**config.mk**
```make
export PLATFORM = sky130hd
export DESIGN_NAME = operand_fetch
export DESIGN_NICKNAME = d
export VERILOG_FILES = /design/src/rtl/operand_fetch.sv
export SDC_FILE = /design/constraint.sdc
export NUM_CORES = 1
export LEC_CHECK = 0
export BUFFER_PORTS_ARGS = -buffer_cell sky130_fd_sc_hd__buf_2
export CORE_MARGIN = 5
export CORE_UTILIZATION = 55
export DETAILED_ROUTE_END_ITERATION = 10
export GPL_TIMING_DRIVEN = 0
export PLACE_DENSITY = 0.73
export SETUP_SLACK_MARGIN = 0.05
export SKIP_LAST_GASP = 1
export SLEW_MARGIN = 20
export SYNTH_ARGS = -nofsm -noshare
export SYNTH_HDL_FRONTEND = slang
export SYNTH_SLANG_ARGS = --single-unit
export TNS_END_PERCENT = 100
```
**constraint.sdc**
```tcl
create_clock -name clk -period 5.85 [get_ports clk]
set_input_delay 1.755 -clock clk [delete_from_list [all_inputs] [get_ports clk]]
set_output_delay 1.755 -clock clk [all_outputs]
set_load 0.03 [all_outputs]
```
**src/rtl/operand_fetch.sv**
```systemverilog
// Operand fetch stage: register file, pending-write scoreboard and
// registered operand/control hand-off to the 8-bit ALU.
module operand_fetch #(
    parameter int DATA_WIDTH = 8,
    parameter int ADDR_WIDTH = 5,
    parameter int A0_INDEX   = 10
) (
    input  logic                  clk,
    input  logic                  rst_n,
    input  logic                  in_valid,
    output logic                  in_ready,
    input  logic [ADDR_WIDTH-1:0] rs1,
    input  logic [ADDR_WIDTH-1:0] rs2,
    input  logic [ADDR_WIDTH-1:0] rd,
    input  logic [DATA_WIDTH-1:0] imm,
    input  logic                  aluSrc,
    input  logic [2:0]            aluCtrlIn,
    input  logic                  regWrite,
    output logic                  out_valid,
    input  logic                  out_ready,
    output logic [DATA_WIDTH-1:0] aluOp1,
    output logic [DATA_WIDTH-1:0] aluOp2,
    output logic [2:0]            aluCtrl,
    output logic [ADDR_WIDTH-1:0] rd_q,
    output logic                  regWrite_q,
    input  logic                  wb_en,
    input  logic [ADDR_WIDTH-1:0] wb_addr,
    input  logic [DATA_WIDTH-1:0] wb_data,
    output logic [DATA_WIDTH-1:0] a0
);

    localparam int NREG = 2 ** ADDR_WIDTH;
    localparam logic [ADDR_WIDTH-1:0] A0_ADDR = ADDR_WIDTH'(A0_INDEX);

    logic [DATA_WIDTH-1:0] regs [NREG];
    logic [NREG-1:0]       busy;

    logic                  wb_live;
    logic                  haz1;
    logic                  haz2;
    logic                  stall;
    logic                  accept;
    logic [DATA_WIDTH-1:0] op1_rd;
    logic [DATA_WIDTH-1:0] op2_rd;

    // Write-first read port: register 0 is hard zero, live writeback bypasses.
    function automatic logic [DATA_WIDTH-1:0] rf_read(
        input logic [ADDR_WIDTH-1:0] a
    );
        if (a == '0)
            return '0;
        else if (wb_live && wb_addr == a)
            return wb_data;
        else
            return regs[a];
    endfunction

    // A source waits only on a pending write not being retired this cycle.
    function automatic logic hazard(input logic [ADDR_WIDTH-1:0] a);
        return (a != '0) && busy[a] && !(wb_live && wb_addr == a);
    endfunction

    assign wb_live  = wb_en && (wb_addr != '0);
    assign haz1     = hazard(rs1);
    assign haz2     = !aluSrc && hazard(rs2);
    assign stall    = in_valid && (haz1 || haz2);
    assign in_ready = !stall && (!out_valid || out_ready);
    assign accept   = in_valid && in_ready;
    assign op1_rd   = rf_read(rs1);
    assign op2_rd   = aluSrc ? imm : rf_read(rs2);
    assign a0       = rf_read(A0_ADDR);

    // Architectural register file, written only by the writeback port.
    always_ff @(posedge clk or negedge rst_n) begin
        if (!rst_n) begin
            for (int i = 0; i < NREG; i++)
                regs[i] <= '0;
        end else if (wb_live) begin
            regs[wb_addr] <= wb_data;
        end
    end

    // Pending-write bits: a new claim on rd overrides a same-edge retire.
    always_ff @(posedge clk or negedge rst_n) begin
        if (!rst_n) begin
            busy <= '0;
        end else begin
            if (wb_live)
                busy[wb_addr] <= 1'b0;
            if (accept && regWrite && rd != '0)
                busy[rd] <= 1'b1;
        end
    end

    // Output register: load on accept, drop valid once consumed, else hold.
    always_ff @(posedge clk or negedge rst_n) begin
        if (!rst_n) begin
            out_valid  <= 1'b0;
            aluOp1     <= '0;
            aluOp2     <= '0;
            aluCtrl    <= '0;
            rd_q       <= '0;
            regWrite_q <= 1'b0;
        end else if (accept) begin
            out_valid  <= 1'b1;
            aluOp1     <= op1_rd;
            aluOp2     <= op2_rd;
            aluCtrl    <= aluCtrlIn;
            rd_q       <= rd;
            regWrite_q <= regWrite;
        end else if (out_ready) begin
            out_valid  <= 1'b0;
        end
    end

endmodule

```
==> metrics.txt, run 1 <==
outcome completed; Synth Area in Adders 0%; post-route antenna net violation count 0; hold endpoint aluOp1[2]; RSZ-0062 raised after global routing yes; EDFF count, synth 0; fin crit period 5.78 ns; Slew headroom 15.0%; WL final 55000 µm; met2 wire length 25400 µm; CP max-delay cell mux4_2; CTS tree done; commonest non-fill, non-tap cell in the layout dfrtp_1; post-synthesis cell type count 55; Net Sw Frac 31.2%; HPWL after detailed placement 39900 µm; DRC viols 0; crit-path most repeated cell buf_4; Layout Skew 0.0154 ns; Num CTS Buffers 35; DRT iter0 DRCs 1430; register area share after synthesis 45.6%; routed len/inst 29.8 µm; hold buffer count at CTS 0; max-cap viol count 0; syn nets 1354; DR WL met3 6220 µm; crit path cell chain buf_4 > mux4_2 > mux2_2 > a221o_1 > nand4b_1 > buf_4 > nand2_4 > a21boi_2 > buf_2; Routed met1 length 21500 µm; Ys Warns 0; first-pass GRT wire length 82700 µm; Leak 8.47 nW; I/O Pins 81; Final nets 1467; Rows 64; DIE AREA 35000 µm²; Layout area overhead 12.6%; multiplexer share of the synthesized area 37.5%; Tightest Hold Check Type reg2reg; most frequent cells in the layout 314 x dfrtp_1, 286 x mux2_2, 100 x mux2i_1; Int Pwr 4.74 mW; final hold vios 0; Clock Tree Root clkbuf_16; Reg2Reg Launch Point busy[21]; fin cells 1845; Die Ht 187 µm; largest net degree at the start of global routing 91; Cell Area, Synth 17200 µm²; GRT overflow 0; simple-gate portion of the synthesized area 5.30%; Clock transition at path regs 0.06 ns; vias per std cell 6.90; Sink Count 314; Worst VDD drop 202 µV; clock insertion delay at the later pin of the skew report 0.53 ns; vias post-DR 12700; crit end category primary output; CTS Buffer Depth 3; final core utilization 63.1%; cell count after synthesis 1308; Top Metal Used met4; H-Tree Depth 2; Achievable Freq 173 MHz; FFs w/ async S/R, synth 100%; Setup-failing EPs final 0; overall routing resource usage 31.2%; Reg2Reg Setup Slack 3.24 ns; initial antenna violation count 1; share of cells above drive strength 1 39.8%; Reg2Reg Depth 8; reg2reg end aluOp1[6]; required time worst endpoint 4.09 ns; clock network fraction of total power 32.1%; Worst Hold Depth 1; CP Data Arrival Time 4.03 ns; worst-path maximum fanout 10; Final Cycle Share 98.8%; PD cells 355 nW/µm²; element type at the critical path start input port; vias in the first global route 13000; Logic pwr share 25.1%; complex-gate fraction of the synthesized area 7.54%; placed insts 1779; Die Width 187 µm; biggest cell delay along the critical path 0.53 ns; Yosys reg bits 314; GP Congestion 1.07; Psw 2.15 mW; sequential share of power 42.8%; Initial Utilization 56.1%; TritonRoute pass-1 iters 5; Final Max Slew Viols 0; port bufs 71; syn_area_per_cell 13.2 µm²; Slew @ Worst Pin 1.27 ns; hold path start aluOp1[2]; most used flip-flop cell after synthesis dfrtp_1; Core Region 30700 µm²; largest family of logic cells by synthesized area multiplexers; post-synthesis xor/xnor area fraction 0.508%; crit path kind in2out
==> worst max-delay path by stage <==
stage / startpoint / end / slack [ns] / depth (start not counted)
after floorplan: rs2[1] / in_ready / 0.18 / 8
after global placement: rst_n / regs[219] / -2.99 / 1
after detailed placement: rs2[2] / in_ready / -0.59 / 10
after CTS: rs1[3] / in_ready / -0.03 / 10
after global routing: rs2[0] / in_ready / 0.006 / 9
final: rs2[0] / in_ready / 0.07 / 9
==> layout make-up <==
type	instances	area, µm²
well taps	396	495
fillers	2415	11300
clock inverters	11	97.6
repair buffers	77	470
clock buffers	53	1040
flip-flops and latches	314	7860
plain buffers	118	556
inverters	20	76.3
diodes	1	2.50
multi-input cells	855	8800
==> what timing repair did <==
action / in CTS / in global routing
gates cloned: 0 / 0
resized for setup: 10 / 4
buffers inserted: 2 / 0
pin swaps: 2 / 0
endpoints found under the setup margin: 9 / 9
==> routing by layer <==
metal	global-route usage, %	vias to the layer above
met5	0	-
li1	-	5262
met2	48.4	725
met4	10.1	0
met1	42.0	6598
met3	10.3	148
==> flip-flops by register name, indices dropped and copies added (netlist names) <==
name,cells
out_valid,1
aluCtrl,3
busy,32
rd_q,5
regWrite_q,1
aluOp1,8
regs,256
aluOp2,8
==> through the flow <==
stage | setup TNS [ns] | cell area [µm²] | setup slack [ns] | power [mW] | hold slack [ns]
floorplan | 0 | 17200 | 0.183 | 4.09 | 0.445
global placement | -927.43 | 18100 | -2.99 | 4.59 | 0.466
detailed placement | -0.641 | 18200 | -0.589 | 4.67 | 0.474
CTS | -0.0251 | 19400 | -0.0251 | 6.87 | 0.493
global route | 0 | 19400 | 0.00567 | 7.15 | 0.512
finish | 0 | 19400 | 0.0681 | 6.89 | 0.490
==> power groups by stage <==
stage / sequential, mW / combinational [mW] / clock, mW
after floorplan: 3.02 / 1.08 / 0
after global routing: 3.00 / 1.84 / 2.32
final: 2.95 / 1.73 / 2.21
after detailed placement: 2.98 / 1.69 / 0
after global placement: 2.94 / 1.65 / 0
after CTS: 2.94 / 1.71 / 2.22
==> worst max-delay path: cells and delay by family <==
kind	cells	cell delay, ns
simple gates	2	0.29
mux	2	0.83
buf+inv	3	0.61
compound gates	2	0.52
==> cells in the mapped netlist, types with 2 or more instances <==
cell,count,area share (%)
clkbuf_1,78,1.7
o221ai_1,37,1.9
or2_2,10,0.36
mux4_2,95,12
nand2b_1,9,0.33
buf_1,6,0.13
inv_1,19,0.41
a211oi_1,8,0.35
buf_6,6,0.39
nand2_1,62,1.4
nand4_1,4,0.15
o31ai_1,8,0.35
nor2b_1,4,0.15
xnor2_1,3,0.15
nand4b_1,2,0.10
a22oi_1,3,0.13
nor2_1,28,0.61
a22o_1,5,0.25
a221oi_1,6,0.30
mux2i_1,100,5.8
mux2_1,9,0.59
o22ai_1,32,1.2
xor2_1,7,0.36
a31oi_1,20,0.73
a32o_1,17,0.99
buf_4,5,0.22
nor3_1,28,0.81
dfrtp_1,314,46
a41oi_1,8,0.41
buf_2,24,0.70
mux2_2,286,19
a21oi_1,21,0.61
a221o_1,2,0.12
nand3_1,13,0.38
and2_1,9,0.33
==> cell families (layout without fill, tap and decap cells) <==
| logic type | after synthesis | count (layout) |
|---|---|---|
| other cells | 0 | 1 |
| flops | 314 | 314 |
| simple gates | 183 | 183 |
| buf+inv | 139 | 279 |
| compound gates | 172 | 172 |
| mux | 490 | 490 |
| xor+xnor | 10 | 10 |
No activity file was read; power rests on OpenSTA's default activity.
==> run 2: changes to the inputs <==
--- a/config.mk
+++ b/config.mk
@@ -13,7 +13,6 @@
 export PLACE_DENSITY = 0.73
 export SETUP_SLACK_MARGIN = 0.05
 export SKIP_LAST_GASP = 1
-export SLEW_MARGIN = 20
 export SYNTH_ARGS = -nofsm -noshare
 export SYNTH_HDL_FRONTEND = slang
 export SYNTH_SLANG_ARGS = --single-unit
==> constraint.sdc (replaced) <==
create_clock -name clk -period 7.2 [get_ports clk]
set_input_delay 2.16 -clock clk [delete_from_list [all_inputs] [get_ports clk]]
set_output_delay 2.16 -clock clk [all_outputs]
set_load 0.03 [all_outputs]
==> run 2 against run 1 <==
Die area stayed put. Sequential power fell by 19%. Cell count is 0.38% lower. Worst hold slack worse by 0.011 ns. Via count decreased by 0.64%. Global-route usage is 0.47 points lower. Total power is 19% lower. Largest power group unchanged.
==> metrics.txt, run 2 (synthesis gave the netlist of run 1 again) <==
PD cells 290 nW/µm² (was 355 nW/µm²); setup slack after layout 0.282 ns (was 0.0681 ns); pre-CTS setup slack -0.0183 ns (was -0.589 ns); Final Max Slew Viols 0 (unchanged); CTS tree done (unchanged); initial antenna violation count 1 (unchanged); element type at the critical path start input port (unchanged); WL final 54700 µm (was 55000 µm); commonest non-fill, non-tap cell in the layout dfrtp_1 (unchanged); port bufs 71 (unchanged); Final nets 1465 (was 1467); most frequent cells in the layout 314 x dfrtp_1, 286 x mux2_2, 100 x mux2i_1 (unchanged); biggest cell delay along the critical path 0.55 ns (was 0.53 ns); Clock Tree Root clkbuf_16 (unchanged); buffers plus inverters on the worst setup path 3 (unchanged); outcome completed (unchanged); DRT iter0 DRCs 1532 (was 1430); Crit path depth 9 (unchanged); Tightest Hold Check Type reg2reg (unchanged); clock insertion delay at the later pin of the skew report 0.53 ns (about the same); Final Hold Slack 0.480 ns (was 0.490 ns); Slew headroom 9.54% (was 15.0%); routed len/inst 29.8 µm (about the same); TritonRoute pass-1 iters 5 (unchanged); vias in the first global route 12600 (was 13000); number of setup buffers added after CTS 0 (was 2); first-pass GRT wire length 81300 µm (was 82700 µm); fin crit period 6.92 ns; Worst VDD drop 202 µV (about the same); Die Width 187 µm (unchanged); Layout area overhead 12.1% (was 12.6%); Rows 64 (unchanged); GP Congestion 1.01 (was 1.07); required time worst endpoint 5.04 ns (was 4.09 ns); largest net degree at the start of global routing 118 (was 91); Slew @ Worst Pin 1.35 ns (was 1.27 ns); Core Region 30700 µm² (unchanged); Sink Count 314 (unchanged); Reg2Reg Depth 8 (unchanged); DRC viols 0 (unchanged); CTS Buffer Depth 3 (unchanged); share of cells above drive strength 1 39.0% (was 39.8%); vias per std cell 6.88 (was 6.90); max FFs per register 256 (unchanged); crit-path most repeated cell buf_2 (was buf_4); setup_tns 0 ns (unchanged); final hold vios 0 (unchanged); critical path's top delay family multiplexers (unchanged); ANT cells 0 (was 1); crit path kind in2out (unchanged); CP Data Arrival Time 4.76 ns (was 4.03 ns); H-Tree Depth 2 (unchanged); CP max-delay cell mux4_2 (unchanged); worst-path maximum fanout 10 (unchanged); Initial Utilization 56.1% (unchanged); HPWL after detailed placement 39300 µm (was 39900 µm); GRT overflow 0 (unchanged); Final Cycle Share 96.1%; Die Ht 187 µm (unchanged); vias post-DR 12700 (about the same); overall routing resource usage 30.7% (was 31.2%); DIE AREA 35000 µm² (unchanged); Largest regs regs (256), busy (32) (unchanged); fill count 2419 (was 2415); Worst Hold Depth 1 (unchanged); Num CTS Buffers 36 (was 35); Clock transition at path regs 0.06 ns (about the same); Layout Skew 0.0179 ns (was 0.0154 ns); RSZ-0062 raised after global routing no (was yes); max-cap viol count 0 (unchanged); Achievable Freq 145 MHz; crit end category primary output (unchanged); hold buffer count at CTS 0 (unchanged); post-route antenna net violation count 0 (unchanged); Leak 8.44 nW (was 8.47 nW); crit path cell chain buf_2 > mux4_2 > mux2_2 > a221o_1 > nand4b_1 > buf_4 > nand2_2 > a21boi_0 > buf_2 (was buf_4 > mux4_2 > mux2_2 > a221o_1 > nand4b_1 > buf_4 > nand2_4 > a21boi_2 > buf_2); Top reg by flops regs (unchanged); I/O Pins 81 (unchanged); Setup-failing EPs final 0 (unchanged)
==> run 2: cell types whose count changed in the layout (fill, tap and decap cells not counted), sizes merged <==
cell,change
clkbuf,+1
inv,+1
clkinvlp,-1
clkinv,-4
buf,-4
bufinv,+1
diode,-1
==> run 2: through the flow <==
stage	instances	power, mW	instance area (µm²)	utilization [%]
after floorplan	1308	3.32	17200	-
after global routing	1838	5.82	19300	62.9
final	1838	5.60	19300	62.9
after detailed placement	1777	3.78	18200	59.0
after CTS	1838	5.59	19300	62.8
after global placement	1775	3.72	18100	58.8
==> run 2: cell type report <==
type / instances / area (µm²) / share of cell area (%)
repair buffers: 73 / 420 / 2.17
well taps: 396 / 495 / 2.56
clock buffers: 53 / 1060 / 5.46
clock inverters: 8 / 97.6 / 0.505
flip-flops and latches: 314 / 7860 / 40.6
multi-input cells: 855 / 8780 / 45.4
plain buffers: 119 / 543 / 2.81
inverters: 20 / 76.3 / 0.395
==> run 2: where the power goes <==
part	internal [mW]	switching (mW)	total, mW
Combinational	0.674	0.717	1.39
Sequential	2.13	0.265	2.40
Clock	1.09	0.730	1.82
Total	3.89	1.71	5.60
==> run 2: path summary, 6_finish.rpt <==
path	startpoint	slack, ns	endpoint
max	rs2[0]	0.28	in_ready
min	busy[0]	0.48	busy[0]
max reg2reg	busy[29]	4.54	busy[21]
min reg2reg	busy[0]	0.48	busy[0]
max in group asynchronous	rst_n	3.94	regs[242]
min in group asynchronous	rst_n	1.71	busy[20]
==> run 2: routing by layer <==
layer | vias to the layer above | wire (µm) | GRT usage (%)
met4 | 2 | 1640 | 8.87
met2 | 729 | 25000 | 47.5
met1 | 6549 | 22000 | 42.4
li1 | 5256 | - | -
met5 | - | 18 | 0
met3 | 116 | 6080 | 9.67
==> run 2: timing repair <==
item                                    4_1_cts  5_1_grt
gates resized for setup                       4        1
endpoints found under the setup margin        1        1
pin swaps                                     0        0
